File: src/rtl/ddr3_phy_pkg.sv
// Shared DDR PHY definitions: delay-line op codes,
// command FSM states and the direction polarity.
package ddr3_phy_pkg;

    typedef enum logic [1:0] {
        OP_LOAD = 2'b00,
        OP_INC  = 2'b01,
        OP_DEC  = 2'b10,
        OP_NOP  = 2'b11
    } op_e;

    typedef enum logic [2:0] {
        S_IDLE,
        S_LOAD,
        S_SETDIR,
        S_MOVE,
        S_GAP,
        S_DONE
    } state_e;

    localparam logic DIR_INC = 1'b1;

endpackage

File: src/rtl/ddr3_ca_delay_req_arb.sv
// Fixed-priority TRN/VT arbiter for the CA delay-line engine:
// grant, lane/op capture and routing of DONE back to the owner.
module ddr3_ca_delay_req_arb
    import ddr3_phy_pkg::*;
#(
    parameter int LANE_W = 4,
    parameter int TAP_W  = 8
) (
    input  logic              clk,
    input  logic              rst_n,
    input  logic              accept,
    input  logic              trn_req,
    input  logic [LANE_W-1:0] trn_lane,
    input  logic [1:0]        trn_op,
    input  logic [TAP_W-1:0]  trn_steps,
    input  logic              vt_req,
    input  logic [LANE_W-1:0] vt_lane,
    input  logic [1:0]        vt_op,
    input  logic [TAP_W-1:0]  vt_steps,
    input  logic              done,
    output logic              trn_gnt,
    output logic              vt_gnt,
    output logic              gnt,
    output logic [LANE_W-1:0] sel_lane,
    output op_e               sel_op,
    output logic [TAP_W-1:0]  sel_steps,
    output logic [LANE_W-1:0] cap_lane,
    output op_e               cap_op,
    output logic              trn_done,
    output logic              vt_done
);

    logic owner_vt;

    // TRN always wins; the selected fields follow the winner
    always_comb begin
        trn_gnt   = accept & trn_req;
        vt_gnt    = accept & vt_req & ~trn_req;
        gnt       = trn_gnt | vt_gnt;
        sel_lane  = trn_req ? trn_lane : vt_lane;
        sel_op    = op_e'(trn_req ? trn_op : vt_op);
        sel_steps = trn_req ? trn_steps : vt_steps;
    end

    // Latch the granted request and remember who owns it
    always_ff @(posedge clk) begin
        if (!rst_n) begin
            owner_vt <= 1'b0;
            cap_lane <= '0;
            cap_op   <= OP_NOP;
        end else if (gnt) begin
            owner_vt <= vt_gnt;
            cap_lane <= sel_lane;
            cap_op   <= sel_op;
        end
    end

    assign trn_done = done & ~owner_vt;
    assign vt_done  = done &  owner_vt;

endmodule

File: src/rtl/ddr3_ca_delay_line_ctrl.sv
// DDR3 CA delay-line sequencer: LOAD/DIRECTION/MOVE pulse
// generation, range monitoring and per-lane shadow taps.
module ddr3_ca_delay_line_ctrl
    import ddr3_phy_pkg::*;
#(
    parameter int NUM_LANES = 14,
    parameter int LANE_W    = 4,
    parameter int TAP_W     = 8,
    parameter int LOAD_VAL  = 1,
    parameter int MAX_TAP   = 255,
    parameter int MOVE_GAP  = 2
) (
    input  logic                 FAB_CLK,
    input  logic                 RESET_N,
    input  logic                 TRN_REQ,
    input  logic [LANE_W-1:0]    TRN_LANE,
    input  logic [1:0]           TRN_OP,
    input  logic [TAP_W-1:0]     TRN_STEPS,
    output logic                 TRN_GNT,
    output logic                 TRN_DONE,
    input  logic                 VT_REQ,
    input  logic [LANE_W-1:0]    VT_LANE,
    input  logic [1:0]           VT_OP,
    input  logic [TAP_W-1:0]     VT_STEPS,
    output logic                 VT_GNT,
    output logic                 VT_DONE,
    output logic                 DONE_ERR,
    output logic [NUM_LANES-1:0] DELAY_LINE_LOAD,
    output logic [NUM_LANES-1:0] DELAY_LINE_MOVE,
    output logic [NUM_LANES-1:0] DELAY_LINE_DIRECTION,
    input  logic [NUM_LANES-1:0] DELAY_LINE_OUT_OF_RANGE,
    input  logic [LANE_W-1:0]    RD_LANE,
    output logic [TAP_W-1:0]     RD_TAP,
    output logic                 BUSY
);

    localparam int GAP_W = (MOVE_GAP > 1) ? $clog2(MOVE_GAP) : 1;
    localparam logic [LANE_W:0] LANES_V = (LANE_W+1)'(NUM_LANES);

    state_e               state, state_d;
    logic                 accept, gnt, sel_ok;
    logic [LANE_W-1:0]    sel_lane, cap_lane;
    op_e                  sel_op, cap_op;
    logic [TAP_W-1:0]     sel_steps, steps_left;
    logic [GAP_W-1:0]     gap_cnt;
    logic [NUM_LANES-1:0] lane_oh, dir_q;
    logic [TAP_W-1:0]     shadow [NUM_LANES];
    logic [TAP_W-1:0]     cur_tap, rd_sel;
    logic                 done_err_q, done_err_d, dir_load;
    logic                 sat, oor_hit, gap_last;
    logic                 move_fire, step_commit;

    assign accept = RESET_N && (state == S_IDLE);
    assign sel_ok = {1'b0, sel_lane} < LANES_V;

    ddr3_ca_delay_req_arb #(
        .LANE_W (LANE_W),
        .TAP_W  (TAP_W)
    ) u_arb (
        .clk       (FAB_CLK),
        .rst_n     (RESET_N),
        .accept    (accept),
        .trn_req   (TRN_REQ),
        .trn_lane  (TRN_LANE),
        .trn_op    (TRN_OP),
        .trn_steps (TRN_STEPS),
        .vt_req    (VT_REQ),
        .vt_lane   (VT_LANE),
        .vt_op     (VT_OP),
        .vt_steps  (VT_STEPS),
        .done      (state == S_DONE),
        .trn_gnt   (TRN_GNT),
        .vt_gnt    (VT_GNT),
        .gnt       (gnt),
        .sel_lane  (sel_lane),
        .sel_op    (sel_op),
        .sel_steps (sel_steps),
        .cap_lane  (cap_lane),
        .cap_op    (cap_op),
        .trn_done  (TRN_DONE),
        .vt_done   (VT_DONE)
    );

    // Shadow lookup for the active lane and for readback
    always_comb begin
        cur_tap = '0;
        rd_sel  = '0;
        for (int i = 0; i < NUM_LANES; i++) begin
            if (LANE_W'(i) == cap_lane) cur_tap = shadow[i];
            if (LANE_W'(i) == RD_LANE)  rd_sel  = shadow[i];
        end
    end

    // Per-step conditions of the active lane
    always_comb begin
        lane_oh     = NUM_LANES'(1) << cap_lane;
        sat         = (cap_op == OP_INC) ?
                      (cur_tap == TAP_W'(MAX_TAP)) :
                      (cur_tap == '0);
        oor_hit     = |(DELAY_LINE_OUT_OF_RANGE & lane_oh);
        gap_last    = gap_cnt == GAP_W'(MOVE_GAP - 1);
        move_fire   = (state == S_MOVE) && !sat;
        step_commit = (state == S_GAP) && gap_last && !oor_hit;
    end

    // Next state and abort flag
    always_comb begin
        state_d    = state;
        done_err_d = done_err_q;
        dir_load   = 1'b0;
        unique case (state)
            S_IDLE: begin
                if (gnt) begin
                    done_err_d = 1'b0;
                    if (!sel_ok) begin
                        state_d    = S_DONE;
                        done_err_d = 1'b1;
                    end else if (sel_op == OP_LOAD) begin
                        state_d = S_LOAD;
                    end else if (sel_op == OP_NOP || sel_steps == '0) begin
                        state_d = S_DONE;
                    end else begin
                        state_d  = S_SETDIR;
                        dir_load = 1'b1;
                    end
                end
            end
            S_LOAD:   state_d = S_DONE;
            S_SETDIR: state_d = S_MOVE;
            S_MOVE: begin
                if (sat) begin
                    state_d    = S_DONE;
                    done_err_d = 1'b1;
                end else begin
                    state_d = S_GAP;
                end
            end
            S_GAP: begin
                if (oor_hit) begin
                    state_d    = S_DONE;
                    done_err_d = 1'b1;
                end else if (gap_last) begin
                    state_d = (steps_left == '0) ? S_DONE : S_MOVE;
                end
            end
            S_DONE:   state_d = S_IDLE;
            default:  state_d = S_IDLE;
        endcase
    end

    // FSM state, step/gap counters and direction register
    always_ff @(posedge FAB_CLK) begin
        if (!RESET_N) begin
            state      <= S_IDLE;
            done_err_q <= 1'b0;
            steps_left <= '0;
            gap_cnt    <= '0;
            dir_q      <= '0;
        end else begin
            state      <= state_d;
            done_err_q <= done_err_d;
            if (gnt)
                steps_left <= sel_steps;
            else if (move_fire)
                steps_left <= steps_left - TAP_W'(1);
            if (state == S_MOVE)
                gap_cnt <= '0;
            else if (state == S_GAP)
                gap_cnt <= gap_cnt + GAP_W'(1);
            for (int i = 0; i < NUM_LANES; i++)
                if (dir_load && LANE_W'(i) == sel_lane)
                    dir_q[i] <= (sel_op == OP_INC) ? DIR_INC : ~DIR_INC;
        end
    end

    // Shadow taps track LOADs and every completed step
    always_ff @(posedge FAB_CLK) begin
        if (!RESET_N) begin
            for (int i = 0; i < NUM_LANES; i++)
                shadow[i] <= TAP_W'(LOAD_VAL);
        end else begin
            for (int i = 0; i < NUM_LANES; i++) begin
                if (LANE_W'(i) == cap_lane) begin
                    if (state == S_LOAD)
                        shadow[i] <= TAP_W'(LOAD_VAL);
                    else if (step_commit)
                        shadow[i] <= (cap_op == OP_INC) ?
                                     shadow[i] + TAP_W'(1) :
                                     shadow[i] - TAP_W'(1);
                end
            end
        end
    end

    // Registered shadow readback
    always_ff @(posedge FAB_CLK) begin
        if (!RESET_N)
            RD_TAP <= TAP_W'(LOAD_VAL);
        else
            RD_TAP <= rd_sel;
    end

    assign DELAY_LINE_LOAD      = (state == S_LOAD) ? lane_oh : '0;
    assign DELAY_LINE_MOVE      = move_fire ? lane_oh : '0;
    assign DELAY_LINE_DIRECTION = dir_q;
    assign DONE_ERR             = (state == S_DONE) && done_err_q;
    assign BUSY                 = state != S_IDLE;

endmodule

File: config.mk
export PLATFORM = sky130hd
export DESIGN_NAME = ddr3_ca_delay_line_ctrl
export DESIGN_NICKNAME = d
export VERILOG_FILES = /design/src/rtl/ddr3_phy_pkg.sv /design/src/rtl/ddr3_ca_delay_req_arb.sv /design/src/rtl/ddr3_ca_delay_line_ctrl.sv
export SDC_FILE = /design/constraint.sdc
export NUM_CORES = 1
export LEC_CHECK = 0
export CORE_ASPECT_RATIO = 2
export CORE_MARGIN = 5
export CORE_UTILIZATION = 41
export DETAILED_ROUTE_END_ITERATION = 8
export MAX_ROUTING_LAYER = met4
export PLACE_DENSITY_LB_ADDON = 0.1
export RECOVER_POWER = 100
export SETUP_SLACK_MARGIN = 0.4
export SYNTH_ARGS = -nofsm -noshare
export SYNTH_HDL_FRONTEND = slang
export SYNTH_HIERARCHICAL = 1
export SYNTH_SLANG_ARGS = --single-unit
File: constraint.sdc
create_clock -name FAB_CLK -period 4.5 [get_ports FAB_CLK]
set_input_delay 1.125 -clock FAB_CLK [delete_from_list [all_inputs] [get_ports FAB_CLK]]
set_output_delay 1.125 -clock FAB_CLK [all_outputs]
set_load 0.02 [all_outputs]
======== Word-level counts from Yosys, hierarchy flattened ========
Memory sizes are Yosys's and may differ from the RTL's.
Cells that the tools add are included.
cells by class
  $add $sub $neg .......................... 30
  magnitude comparators ................... 1
  eq/ne operators ......................... 52
  shifts and indexed selects .............. 1
  mux-type cells .......................... 186
  bitwise logic cells ..................... 38
  reduce and logical (&&, ||, !) cells .... 37
operator list
  operator                                                            number
  8-bit two-way mux                                                   73
  8-bit by 1-bit subtractor with 8-bit output, second input constant  15
  8-bit by 1-bit adder with 8-bit output, second input constant       14
  1-bit two-way mux                                                   100
  4-bit == test, first input constant                                 18
  3-bit by 4-bit == test with 1-bit output, first input constant      12
  1-bit OR                                                            29
  14-bit two-way mux                                                  2
  2-bit by 4-bit == test with 1-bit output, first input constant      6
  8-bit zero test                                                     3
  3-bit two-way mux                                                   7
  1-bit logical AND                                                   19
  3-bit case mux with 5 select lines                                  1
  14-bit bitwise AND                                                  1
  14-bit OR reduction                                                 1
  1-bit by 4-bit << shifter with 14-bit output, first input constant  1
  1-bit by 4-bit == test with 1-bit output, first input constant      3
  4-bit zero test                                                     3
  8-bit == test, second input constant                                1
  3-bit by 2-bit == test with 1-bit output, second input constant     2
  3-bit == test, second input constant                                2
  2-bit inequality test, second input constant                        3
  3-bit nonzero test                                                  2
  1-bit bitwise AND                                                   5
  18 further kinds                                                    22
storage, ports and cells
  register bits after elaboration ......... 42
  bits in writable memories ............... 112
  input bits .............................. 50
  output and inout port bits .............. 56
  word-level logic and storage cells ...... 368
  memories kept ........................... 1
memories
  name    depth  bits a word  rd ports  clocked after memory_dff  write ports  RTL line                       RTL
  shadow  14     8            14        0                         14           ddr3_ca_delay_line_ctrl.sv:47  logic [TAP_W-1:0] shadow [NUM_LANES];

======== Longest topological paths before layout ========
Gate-level depths: netlist (run 1).
  word-level depth ........................ 21
  mapped depth ............................ 14
  mapped depth without buffers ............ 11

======== Cells and area by module ========
The synthesis (run 1) kept the hierarchy.
by module, submodules not included
  module                   instances  cells each  area each (sq um)  seq. area each (sq um)
  ddr3_ca_delay_line_ctrl  1          1,305       11,823.8           4,063.9
  ddr3_ca_delay_req_arb    1          55          598.1              140.1

======== Least setup slack after synthesis (run 1) ========
Ideal clock, no wire load.
  path type ............................... register -> register
  start point ............................. reg u_arb.cap_op[0]
  end point ............................... mem shadow[3][7] (netlist: shadow[0][31]), data pin
  setup time .............................. 261 ps
  data arrival time ....................... 4,248 ps
  required time ........................... 4,239 ps
  slack ................................... -9 ps
  cell stages (with the launch flop) ...... 14
  buffers on the path ..................... 2
  period minus slack after synthesis ...... 4,509 ps
  cells stage by stage .................... dfxtp_1 > nor2b_1 > clkbuf_1 > buf_1 > inv_1 > ha_1 > a21o_1 > a21oi_1 > o21bai_1 > a21oi_1 > o21bai_1 > a21oi_1 > xnor2_1 > nor2_1
RTL lines
  what                      RTL line                       RTL
  start: declaration        ddr3_ca_delay_req_arb.sv:28    output op_e cap_op,
  start signal: assignment  ddr3_ca_delay_req_arb.sv:54    cap_op <= sel_op;
  end: declaration          ddr3_ca_delay_line_ctrl.sv:47

======== Worst setup path in the final report (run 1) ========
  start point ............................. reg u_arb.cap_lane[0]
  end point ............................... out DELAY_LINE_MOVE[3]
between the ends
  longest elaborated chain between the ends .. 20
  elaborated cells between the ends (all ways) .. 35
  those cells by class .................... 14 x eq/ne; 1 x shift; 16 x mux; 4 x reduce/logical
RTL lines
  what                                              RTL line                                                      RTL
  start: declaration                                ddr3_ca_delay_req_arb.sv:27                                   output logic [LANE_W-1:0] cap_lane,
  start signal: assignment                          ddr3_ca_delay_req_arb.sv:53                                   cap_lane <= sel_lane;
  4-bit zero test                                   ddr3_ca_delay_line_ctrl.sv:89                                 if (LANE_W'(i) == cap_lane) cur_tap = shadow[i];
  8-bit two-way mux (14 in a row)                   ddr3_ca_delay_line_ctrl.sv:89
  8-bit == test or 8-bit zero test (tied branches)  ddr3_ca_delay_line_ctrl.sv:98, ddr3_ca_delay_line_ctrl.sv:99
  1-bit two-way mux                                 ddr3_ca_delay_line_ctrl.sv:97                                 sat = (cap_op == OP_INC) ?
  1-bit zero test                                   ddr3_ca_delay_line_ctrl.sv:102                                move_fire = (state == S_MOVE) && !sat;
  1-bit logical AND                                 ddr3_ca_delay_line_ctrl.sv:102
  14-bit two-way mux (*)                            ddr3_ca_delay_line_ctrl.sv:204                                assign DELAY_LINE_MOVE = move_fire ? lane_oh : '0;
  end: declaration                                  ddr3_ca_delay_line_ctrl.sv:29                                 output logic [NUM_LANES-1:0] DELAY_LINE_MOVE,
Mark *: on every way between the ends. The rest lies on a longest branch, timed or not.

==> results_dict.tcl, run 1 <==
set metrics [dict create \
    post-route-min-period_ns 4.33 \
    yosys.area.top_type "edfxtp_1" \
    seqPwrFrac_pct 26.5 \
    io_pins 106 \
    r2r_slack_ns 0.34 \
    grtUsageMet1_pct 26.2 \
    grt_pass1_vias 11555 \
    grt_pass1_wl_um 70400 \
    timing.rr.end "steps_left[2]" \
    r2r_start "u_arb/cap_lane[0]" \
    die-height_um 256 \
    required_ns 3.38 \
    portBuffers 105 \
    cts.sinks 154 \
    clkTransAtPathRegs_ns 0.07 \
    leakage_nw 6.11 \
    vias_per_cell 5.99 \
    synthXorXnorAreaFrac_pct 6.91 \
    drt_first_pass_iters 5 \
    synth_top_area_share_pct 27.1 \
    violations "capacitance limit, slew limit" \
    grtUsageMet3_pct 3.99 \
    synth_mux_area_share_pct 6.09 \
    tightestPinTransition_ns 1.60 \
    syn2layout_area_growth_pct 25.8 \
    criticalPathCategory "reg2out" \
    synth_area_leaders "edfxtp_1 (27%), ha_1 (8.6%), dfxtp_1 (6.8%)" \
    setup_violations 0 \
    cts_root_buf "clkbuf_16" \
    cts_hold_buf 0 \
    hold_viol 0 \
    dieArea_mm2 0.0341 \
    cp_cell_sequence "buf_12 -> buf_16 -> nand4bb_1 -> clkbuf_1 -> o22a_1 -> o31ai_2 -> a31oi_2 -> buf_4 -> nor3_4 -> nand3_1 -> or3_4 -> nand2_4 -> buf_6 -> buf_12 -> nor2_2 -> buf_6" \
    dpl_worst_slack_ns 0.0823 \
    setup_tns_ns 0 \
    synth_simple_gate_area_share_pct 18.3 \
    fin_ws_ns 0.174 \
    place_inst 1857 \
    grt.busiest_layer "met2" \
    ir_drop_uv 308 \
    ys_seq_area_share_pct 33.8 \
    min_from "DELAY_LINE_DIRECTION[8]" \
    layout_commonest_cell "nor2_1" \
    synth_warnings 6 \
    drv_slew 14 \
    ys_async_sr_fraction_pct 0 \
    die_x_um 133 \
    post-route-period-util_pct 96.1 \
    synth_fa_ha_area_share_pct 10.8 \
    drt_iter0_markers 677 \
    p_sw_w 0.00278 \
    outcome "finished, violations left" \
    clock_skew_ns 0.0149 \
    crit_slowest_cell "or3_4" \
    grtUsageTotal_pct 28.4 \
    power_frac_comb_pct 50.5 \
    diodes 0 \
    syn_area_per_cell_um2 9.13 \
    synth_cell_types 79 \
    nFillCells 2894 \
    grt_use_met2_pct 51.7 \
    max_cap_violations 1 \
    antenna_found_initial 0 \
    dp_hpwl_um 37100 \
    final_cell_mix "nor2_1 (187), edfxtp_1 (112), a21oi_1 (106), buf_4 (85), ha_1 (82)" \
    final_cells 1927 \
    swShare_pct 41.1 \
    grt_max_degree 99 \
    worstPathArrival_ns 3.20 \
    clock_path_buffers 2 \
    grt_overflow_total 0 \
    rsz0062_at_grt "true" \
    cts_tree "yes" \
    synth_enable_flop_cells 112 \
    worstSkewPairLatency_ns 0.46 \
    hold_class "reg2reg" \
    power.internal_w 0.00397 \
    core_mm2 0.0301 \
    fmax_ghz 0.231 \
    maxSlewHeadroom_pct -7.48 \
    hold_path_depth 2 \
    startpoint_type "register" \
    hold_ws_ns 0.464 \
    clkPwrFrac_pct 23.0 \
    fin_nets 1695 \
    htreeDepth 4 \
    start_util_pct 41.3 \
    syn_area_mm2 0.0124 \
    critPathMaxFanout 12 \
    drc_errors 0 \
    powerDensity_mw_per_mm2 432 \
    row_count 90 \
    gp_congestion 1.03 \
    drive_gt1_share_pct 16.9 \
    synth_top_family_by_area "compound AO/OA/AOI/OAI gates" \
    end_kind "primary output" \
    synth-seq-cells 154 \
    numCtsBuffers 17 \
    drtAntennaViolNets 0 \
    synth_ff_type "edfxtp_1" \
    vias 11545 \
    drt-total-wl_um 47800 \
    synth_cells 1360 \
    wire_per_inst_um 24.8 \
    reg2regPathDepth 16 \
    crit_path_max_incr_delay_ns 0.42 \
    min_to "DELAY_LINE_DIRECTION[8]" \
    syn_nets 1509 \
    synth_compound_area_share_pct 19.3 \
]
[sequential cells by signal (all words and copies together) (netlist names), 2 cells and up]
| register | cells |
|---|---|
| steps_left | 8 |
| shadow | 112 |
| u_arb/cap_op | 2 |
| state | 3 |
| RD_TAP | 8 |
| u_arb/cap_lane | 4 |
| DELAY_LINE_DIRECTION | 14 |
[synth_stat cells, types with 5 or more instances]
cell        n
nor2_1    201
edfxtp_1  112
a21oi_1   111
ha_1       85
nand2_1    81
xnor2_1    71
o21ai_0    47
inv_1      46
nand3_1    43
o21bai_1   43
dfxtp_1    42
clkbuf_1   36
mux2i_1    31
nor2b_1    29
xor2_1     27
mux2_2     21
and3_1     18
nand2b_1   18
a21o_1     16
a221oi_1   16
buf_2      14
fa_1       14
nor3_1     14
a21boi_0   12
buf_6      12
a31oi_1     9
nor4_1      9
o22ai_1     9
a22oi_1     8
and2_1      8
mux4_2      8
o211ai_1    8
a211o_1     7
a311oi_1    7
and3b_1     7
buf_4       7
a32oi_1     6
nand3b_1    6
o311a_1     6
or3_1       6
nand4_1     5
o211a_1     5
[how the worst max path moves through the flow]
stage                           start                  end  slack, ns  cells after the start
finish              u_arb/cap_lane[0]   DELAY_LINE_MOVE[3]       0.17                     16
global route        u_arb/cap_lane[1]   DELAY_LINE_MOVE[4]       0.07                     15
CTS                 u_arb/cap_lane[1]   DELAY_LINE_MOVE[8]       0.12                     13
detailed placement  u_arb/cap_lane[1]   DELAY_LINE_MOVE[6]       0.08                     13
global placement    u_arb/cap_lane[0]  DELAY_LINE_MOVE[10]       0.11                     13
floorplan             u_arb/cap_op[0]        shadow[1][23]       0.43                     13
[what timing repair did]
action	4_1_cts	5_1_grt
pin swaps	10	30
endpoints found under the setup margin	14	14
cloned	4	1
buffers inserted	20	13
resized for setup	86	79
endpoints found under the hold margin	0	0
[power groups by stage]
stage	clock (W)	sequential [W]	combinational [W]
6_report	0.00155	0.00179	0.00341
5_1_grt	0.00163	0.00180	0.00371
4_1_cts	0.00158	0.00178	0.00330
3_5_place_dp	0	0.00181	0.00310
3_3_place_gp	0	0.00181	0.00307
2_1_floorplan	0	0.00174	0.00223
[logic make-up (layout without fill, tap and decap cells)]
family / count (synthesis) / in the layout
adders and majority gates: 99 / 99
xor gates and xnor gates: 98 / 98
buffers and inverters: 121 / 320
DFF: 154 / 154
AOI/OAI and AO/OA: 356 / 356
muxes: 62 / 62
and+or+nand+nor: 470 / 470
[through the flow]
step	cell area, µm²	total power [W]	util [%]
5_1_grt	15600	0.00713	52.0
6_report	15600	0.00675	52.0
3_3_place_gp	14400	0.00488	47.8
3_5_place_dp	14400	0.00491	47.8
4_1_cts	15300	0.00666	50.9
2_1_floorplan	12500	0.00396	-
[final cells by class]
class	instances	area [µm²]	share of cell area (%)
inverters	48	184	1.18
flip-flops and latches	154	4220	27.0
clock inverters	13	139	0.888
multi-input cells	1085	7910	50.6
clock buffers	19	475	3.04
repair buffers	240	2250	14.4
well taps	368	460	2.95
[critical path, delay by kind of cell (launching register included)]
kind                   cells  cell delay, ns
AOI/OAI and AO/OA          3            0.39
and+or+nand+nor            6            0.98
DFF                        1            0.38
buffers and inverters      7            0.98
[per-layer routing]
metal / vias to the layer above / part of all wire, %
met5: - / 0
met4: 0 / 8.7
met3: 157 / 4.3
met2: 412 / 54
met1: 5594 / 33
li1: 5382 / -
(Power assumes the default switching activity.)
==> inputs of run 2 (changes only) <==
--- a/config.mk
+++ b/config.mk
@@ -7,7 +7,7 @@
 export LEC_CHECK = 0
 export CORE_ASPECT_RATIO = 2
 export CORE_MARGIN = 5
-export CORE_UTILIZATION = 41
+export CORE_UTILIZATION = 40
 export DETAILED_ROUTE_END_ITERATION = 8
 export MAX_ROUTING_LAYER = met4
 export PLACE_DENSITY_LB_ADDON = 0.1
==> run 2 against run 1 <==
Against the previous run: the flow now finishes without violations; first-iteration DRC count up 37%; worst setup slack worse by 0.074 ns; non-clock buffer count down 9; worst hold slack worse by 0.00091 ns; power down 1.7%; cell area down 0.65%; critical path depth down 2; routed wire length down 0.69%; combinational power about the same; die area up 2.4%.
==> results_dict.tcl, run 2 (synthesis results as in run 1) <==
set metrics [dict create \
    setup_violations 0 \
    cts_hold_buf 0 \
    dieArea_mm2 0.0349 \
    p_sw_w 0.00276 \
    fmax_ghz 0.227 \
    post-route-min-period_ns 4.40 \
    io_pins 106 \
    worstPathArrival_ns 3.27 \
    min_from "DELAY_LINE_DIRECTION[8]" \
    clkPwrFrac_pct 21.2 \
    fin_nets 1686 \
    gp_congestion 0.996 \
    vias 11482 \
    cts.sinks 154 \
    powerDensity_mw_per_mm2 427 \
    ir_drop_uv 283 \
    placedInstanceArea_mm2 0.0144 \
    grt_max_degree 71 \
    numCtsBuffers 17 \
    swShare_pct 41.6 \
    maxSlewHeadroom_pct 25.3 \
    finalPower_w 0.00664 \
    seqPwrFrac_pct 27.3 \
    grt_pass1_wl_um 69800 \
    rsz0062_at_grt "true" \
    drtAntennaViolNets 0 \
    criticalPathCategory "reg2out" \
    fin_area_mm2 0.0155 \
    leakage_nw 6.04 \
    clock_skew_ns 0.0131 \
    final_cell_mix "nor2_1 (189), edfxtp_1 (112), a21oi_1 (108), ha_1 (82), buf_4 (80)" \
    die-height_um 259 \
    cts_tree "yes" \
    clkTransAtPathRegs_ns 0.07 \
    layout_commonest_cell "nor2_1" \
    crit_start "u_arb/cap_lane[1]" \
    power.internal_w 0.00387 \
    drive_gt1_share_pct 16.5 \
    start_util_pct 40.4 \
    vias_per_cell 5.97 \
    end_kind "primary output" \
    post-route-period-util_pct 97.8 \
    regMostFlops "shadow" \
    drt_first_pass_iters 5 \
    cts_root_buf "clkbuf_16" \
    grt_overflow_total 0 \
    die_x_um 135 \
    syn2layout_area_growth_pct 25.0 \
    dp_hpwl_um 36100 \
    worstSkewPairLatency_ns 0.46 \
    outcome "complete, no violations" \
    antenna_found_initial 0 \
    diodes 0 \
    hold_viol 0 \
    hold_ws_ns 0.463 \
    core_mm2 0.0307 \
    drt-total-wl_um 47400 \
    grt_pass1_vias 11607 \
    drv_slew 0 \
    wire_per_inst_um 24.7 \
    startpoint_type "register" \
    required_ns 3.38 \
    grtUsageTotal_pct 27.6 \
    portBuffers 105 \
    max_cap_violations 0 \
    critPathMaxFanout 10 \
    htreeDepth 4 \
    row_count 91 \
    power_frac_comb_pct 51.5 \
    tightestPinTransition_ns 1.12 \
    setup_tns_ns 0 \
    drt_iter0_markers 930 \
    r2r_start "u_arb/cap_op[0]" \
    hold_class "reg2reg" \
    largest_register_ffs 112 \
    clock_path_buffers 2 \
    drc_errors 0 \
]
==> run 2: cell count changes in the layout (fill, tap and decap cells not counted), moves of 3 or more <==
| cell | before | now |
|---|---|---|
| inv_4 | 1 | 5 |
| buf_4 | 85 | 80 |
| o22ai_2 | 4 | 1 |
| nand2b_1 | 17 | 13 |
| inv_8 | 4 | 0 |
| clkbuf_1 | 17 | 14 |
| o22ai_1 | 5 | 8 |
| clkbuf_2 | 9 | 14 |
==> run 2: what timing repair did <==
action / in CTS / in global routing
pin swaps: 3 / 19
gates cloned: 3 / 3
setup endpoints to repair: 14 / 14
buffers inserted: 11 / 9
resized for setup: 104 / 58
hold endpoints to repair: 0 / 0
==> run 2: worst max-delay path, cell delays in order (launching register included) <==
cell and delay [ns]:
dfxtp_4 0.39, buf_12 0.16, or3_1 0.39, a21oi_1 0.15
clkbuf_1 0.19, or4_4 0.18, a31oi_4 0.09, nor3_2 0.20
nand3_2 0.13, or3_4 0.40, nand2_4 0.10, buf_6 0.10
buf_12 0.13, nor2_2 0.05, buf_6 0.13
==> run 2: layout make-up <==
cell class,count,area (µm²)
clock buffer,21,472
inverter,48,186
fill,2954,15200
multi-input combinational,1085,7950
timing repair buffer,231,2160
tap,372,465
sequential,154,4220
clock inverter,11,81.3
==> run 2: metrics by stage <==
step	worst slack, ns	util, %	cells
3_3_place_gp	0.0301	46.9	1864
4_1_cts	0.0732	49.8	1910
5_1_grt	0.0565	50.5	1922
3_5_place_dp	0.00992	46.9	1864
6_report	0.100	50.5	1922
2_1_floorplan	0.432	-	1360
==> run 2: path summary, 6_finish.rpt <==
check                                          endpoint  slack [ns]  depth (start not counted)
worst max register to register            shadow[0][63]        0.47                         13
worst min register to register  DELAY_LINE_DIRECTION[8]        0.46                          2
worst min-delay path            DELAY_LINE_DIRECTION[8]        0.46                          2
worst max-delay path                 DELAY_LINE_MOVE[0]        0.10                         14
==> run 2: per-layer routing <==
| metal | routed length [µm] | vias up | global-route usage, % |
|---|---|---|---|
| met3 | 2030 | 170 | 3.57 |
| met1 | 16000 | 5532 | 26.4 |
| met4 | 4200 | 0 | 20.5 |
| met2 | 25200 | 422 | 50.0 |
| met5 | 0 | - | - |
| li1 | - | 5358 | - |
==> run 2: power by group through the flow <==
stage | clock network [W] | registers (W) | logic (W)
5_1_grt | 0.00149 | 0.00182 | 0.00371
4_1_cts | 0.00144 | 0.00180 | 0.00332
2_1_floorplan | 0 | 0.00174 | 0.00223
6_report | 0.00141 | 0.00181 | 0.00342
3_3_place_gp | 0 | 0.00182 | 0.00310
3_5_place_dp | 0 | 0.00182 | 0.00313
==> inputs of run 3 (changes only) <==
--- a/config.mk
+++ b/config.mk
@@ -9,7 +9,6 @@
 export CORE_MARGIN = 5
 export CORE_UTILIZATION = 40
 export DETAILED_ROUTE_END_ITERATION = 8
-export MAX_ROUTING_LAYER = met4
 export PLACE_DENSITY_LB_ADDON = 0.1
 export RECOVER_POWER = 100
 export SETUP_SLACK_MARGIN = 0.4
==> constraint.sdc (replaced) <==
create_clock -name FAB_CLK -period 5.2 [get_ports FAB_CLK]
set_input_delay 1.3 -clock FAB_CLK [delete_from_list [all_inputs] [get_ports FAB_CLK]]
set_output_delay 1.3 -clock FAB_CLK [all_outputs]
set_load 0.02 [all_outputs]
==> run 3 against run 2 <==
Against the previous run: the flow now finishes with violations (capacitance limit, slew limit); power down 16%; routed wire length down 4.7%; core utilization down 2.6 points; cell area down 5.1%; combinational power down 23%; worst setup slack better by 0.32 ns; global-route usage down 1.7 points; sequential power down 13%; non-clock buffer count down 62; sequential share of layout area up 1.4 points; clock skew down 0.0015 ns; worst hold slack worse by 0.0028 ns; largest power group unchanged.
==> results_dict.tcl, run 3 (synthesis results as in run 1) <==
set metrics [dict create \
    post-route-util_pct 47.9 \
    crit_path_max_incr_delay_ns 1.39 \
    maxSlewHeadroom_pct -27.2 \
    worstSkewPairLatency_ns 0.46 \
    cts_root_buf "clkbuf_16" \
    start_util_pct 40.4 \
    startpoint_type "input port" \
    grt_pass1_vias 11278 \
    die-height_um 259 \
    regMostFlops "shadow" \
    final_cell_mix "nor2_1 (200), edfxtp_1 (112), a21oi_1 (111), ha_1 (85), nand2_1 (80)" \
    dp_hpwl_um 34800 \
    htreeDepth 4 \
    grt_overflow_total 0 \
    clkTransAtPathRegs_ns 0.07 \
    core_mm2 0.0307 \
    powerDensity_mw_per_mm2 377 \
    min_from "DELAY_LINE_DIRECTION[13]" \
    drive_gt1_share_pct 9.81 \
    syn2layout_area_growth_pct 18.7 \
    layout_commonest_cell "nor2_1" \
    gp_congestion 0.977 \
    outcome "finished, violations left" \
    criticalPathCategory "in2reg" \
    crit_family "buffers and inverters" \
    ir_drop_uv 260 \
    clock_skew_ns 0.0117 \
    critPathMaxFanout 33 \
    cp_num_buf_inv 2 \
    drt_first_pass_iters 7 \
    drt_iter0_markers 781 \
    drt-total-wl_um 45200 \
    vias_per_cell 6.02 \
    numCtsBuffers 17 \
    drc_errors 0 \
    required_ns 5.54 \
    grtUsageTotal_pct 25.9 \
    cts_tree "yes" \
    cts.sinks 154 \
    worstPathArrival_ns 5.12 \
    grt_max_degree 71 \
    row_count 91 \
    grt_pass1_wl_um 67700 \
    portBuffers 105 \
    fmax_ghz 0.209 \
    setup_violations 0 \
    diodes 0 \
    wire_per_inst_um 24.3 \
    leakage_nw 5.67 \
    io_pins 106 \
    crit_slowest_cell "clkbuf_1" \
    tightestPinTransition_ns 1.91 \
    hold_class "reg2reg" \
    antenna_found_initial 0 \
    cts_hold_buf 0 \
    max_cap_violations 2 \
    vias 11193 \
    largest_register_ffs 112 \
    die_x_um 135 \
    clock_path_buffers 2 \
    dieArea_mm2 0.0349 \
    post-route-period-util_pct 91.9 \
    cp_cell_sequence "clkdlybuf4s50_1 -> clkbuf_1 -> nor2_1 -> a22o_1 -> a311oi_1 -> a21oi_1 -> nor2_1 -> o21ai_0 -> a221oi_1 -> nor2b_1" \
    hold_viol 0 \
    violations "capacitance limit, slew limit" \
    crit_start "RD_LANE[1]" \
    drtAntennaViolNets 0 \
    rsz0062_at_grt "true" \
    setup_tns_ns 0 \
    r2r_start "u_arb/cap_lane[2]" \
    post-route-min-period_ns 4.78 \
    crit_top_cell "nor2_1" \
    fin_nets 1624 \
    drv_slew 49 \
    end_kind "register" \
]
## run 3: cell types whose count changed in the layout (fill, tap and decap cells not counted), sizes merged, moves of 3 or more
cell           before  now
dlygate4sd3        46   43
clkbuf             51   42
clkdlybuf4s25       0    7
clkdlybuf4s50      44   47
buf               110   46
dlygate4sd2         0    6
## run 3: worst register-to-register path, stage by stage, from the launching register on
cell and delay [ns]:
dfxtp_2 0.43, buf_4 0.26, nand2b_2 0.29, nor2_1 0.16, a222oi_1 0.44, o2111ai_1 0.51
nor2_1 0.33, nor2_1 0.06, buf_4 0.23, o21ai_0 1.01
## run 3: timing repair
action,CTS,global route
gates cloned,0,1
pin swaps,0,4
buffers inserted,7,4
gates resized for setup,34,24
setup endpoints to repair,14,14
## run 3: worst paths after layout
path	to	slack, ns	cells past startpoint
setup / recovery	RD_TAP[7]	0.42	10
hold / removal	DELAY_LINE_DIRECTION[13]	0.46	2
setup reg to reg	shadow[1][31]	1.10	9
hold reg to reg	DELAY_LINE_DIRECTION[13]	0.46	2
## run 3: area by class of cell
class | instances | area (µm²)
well taps | 372 | 465
inverters | 48 | 181
clock inverters | 9 | 92.6
multi-input cells | 1085 | 7720
flip-flops and latches | 154 | 4210
fillers | 2946 | 16000
repair buffers | 169 | 1530
clock buffers | 23 | 536
## run 3: layer usage
layer / wire length [µm] / up-vias / GRT usage (%)
li1: - / 5223 / -
met1: 15900 / 5409 / 26.2
met2: 23400 / 402 / 46.9
met3: 1730 / 159 / 3.18
met4: 4200 / 0 / 21.0
met5: 0 / - / 0
## run 3: where the power goes
part           total (W)  internal (W)  switching (W)
clock network    0.00134      0.000782       0.000559
registers        0.00158       0.00142       0.000160
logic            0.00264       0.00109        0.00155
## run 3: per-stage QoR
step / cell area, µm² / power [W] / hold WS [ns] / setup slack [ns] / instances
final: 14700 / 0.00556 / 0.460 / 0.421 / 1860
after global routing: 14700 / 0.00590 / 0.482 / 0.231 / 1860
after CTS: 14700 / 0.00554 / 0.469 / 0.401 / 1855
after detailed placement: 13900 / 0.00413 / 0.459 / 0.329 / 1816
after global placement: 13900 / 0.00411 / 0.452 / 0.388 / 1816
after floorplan: 12400 / 0.00342 / 0.464 / 0.691 / 1360
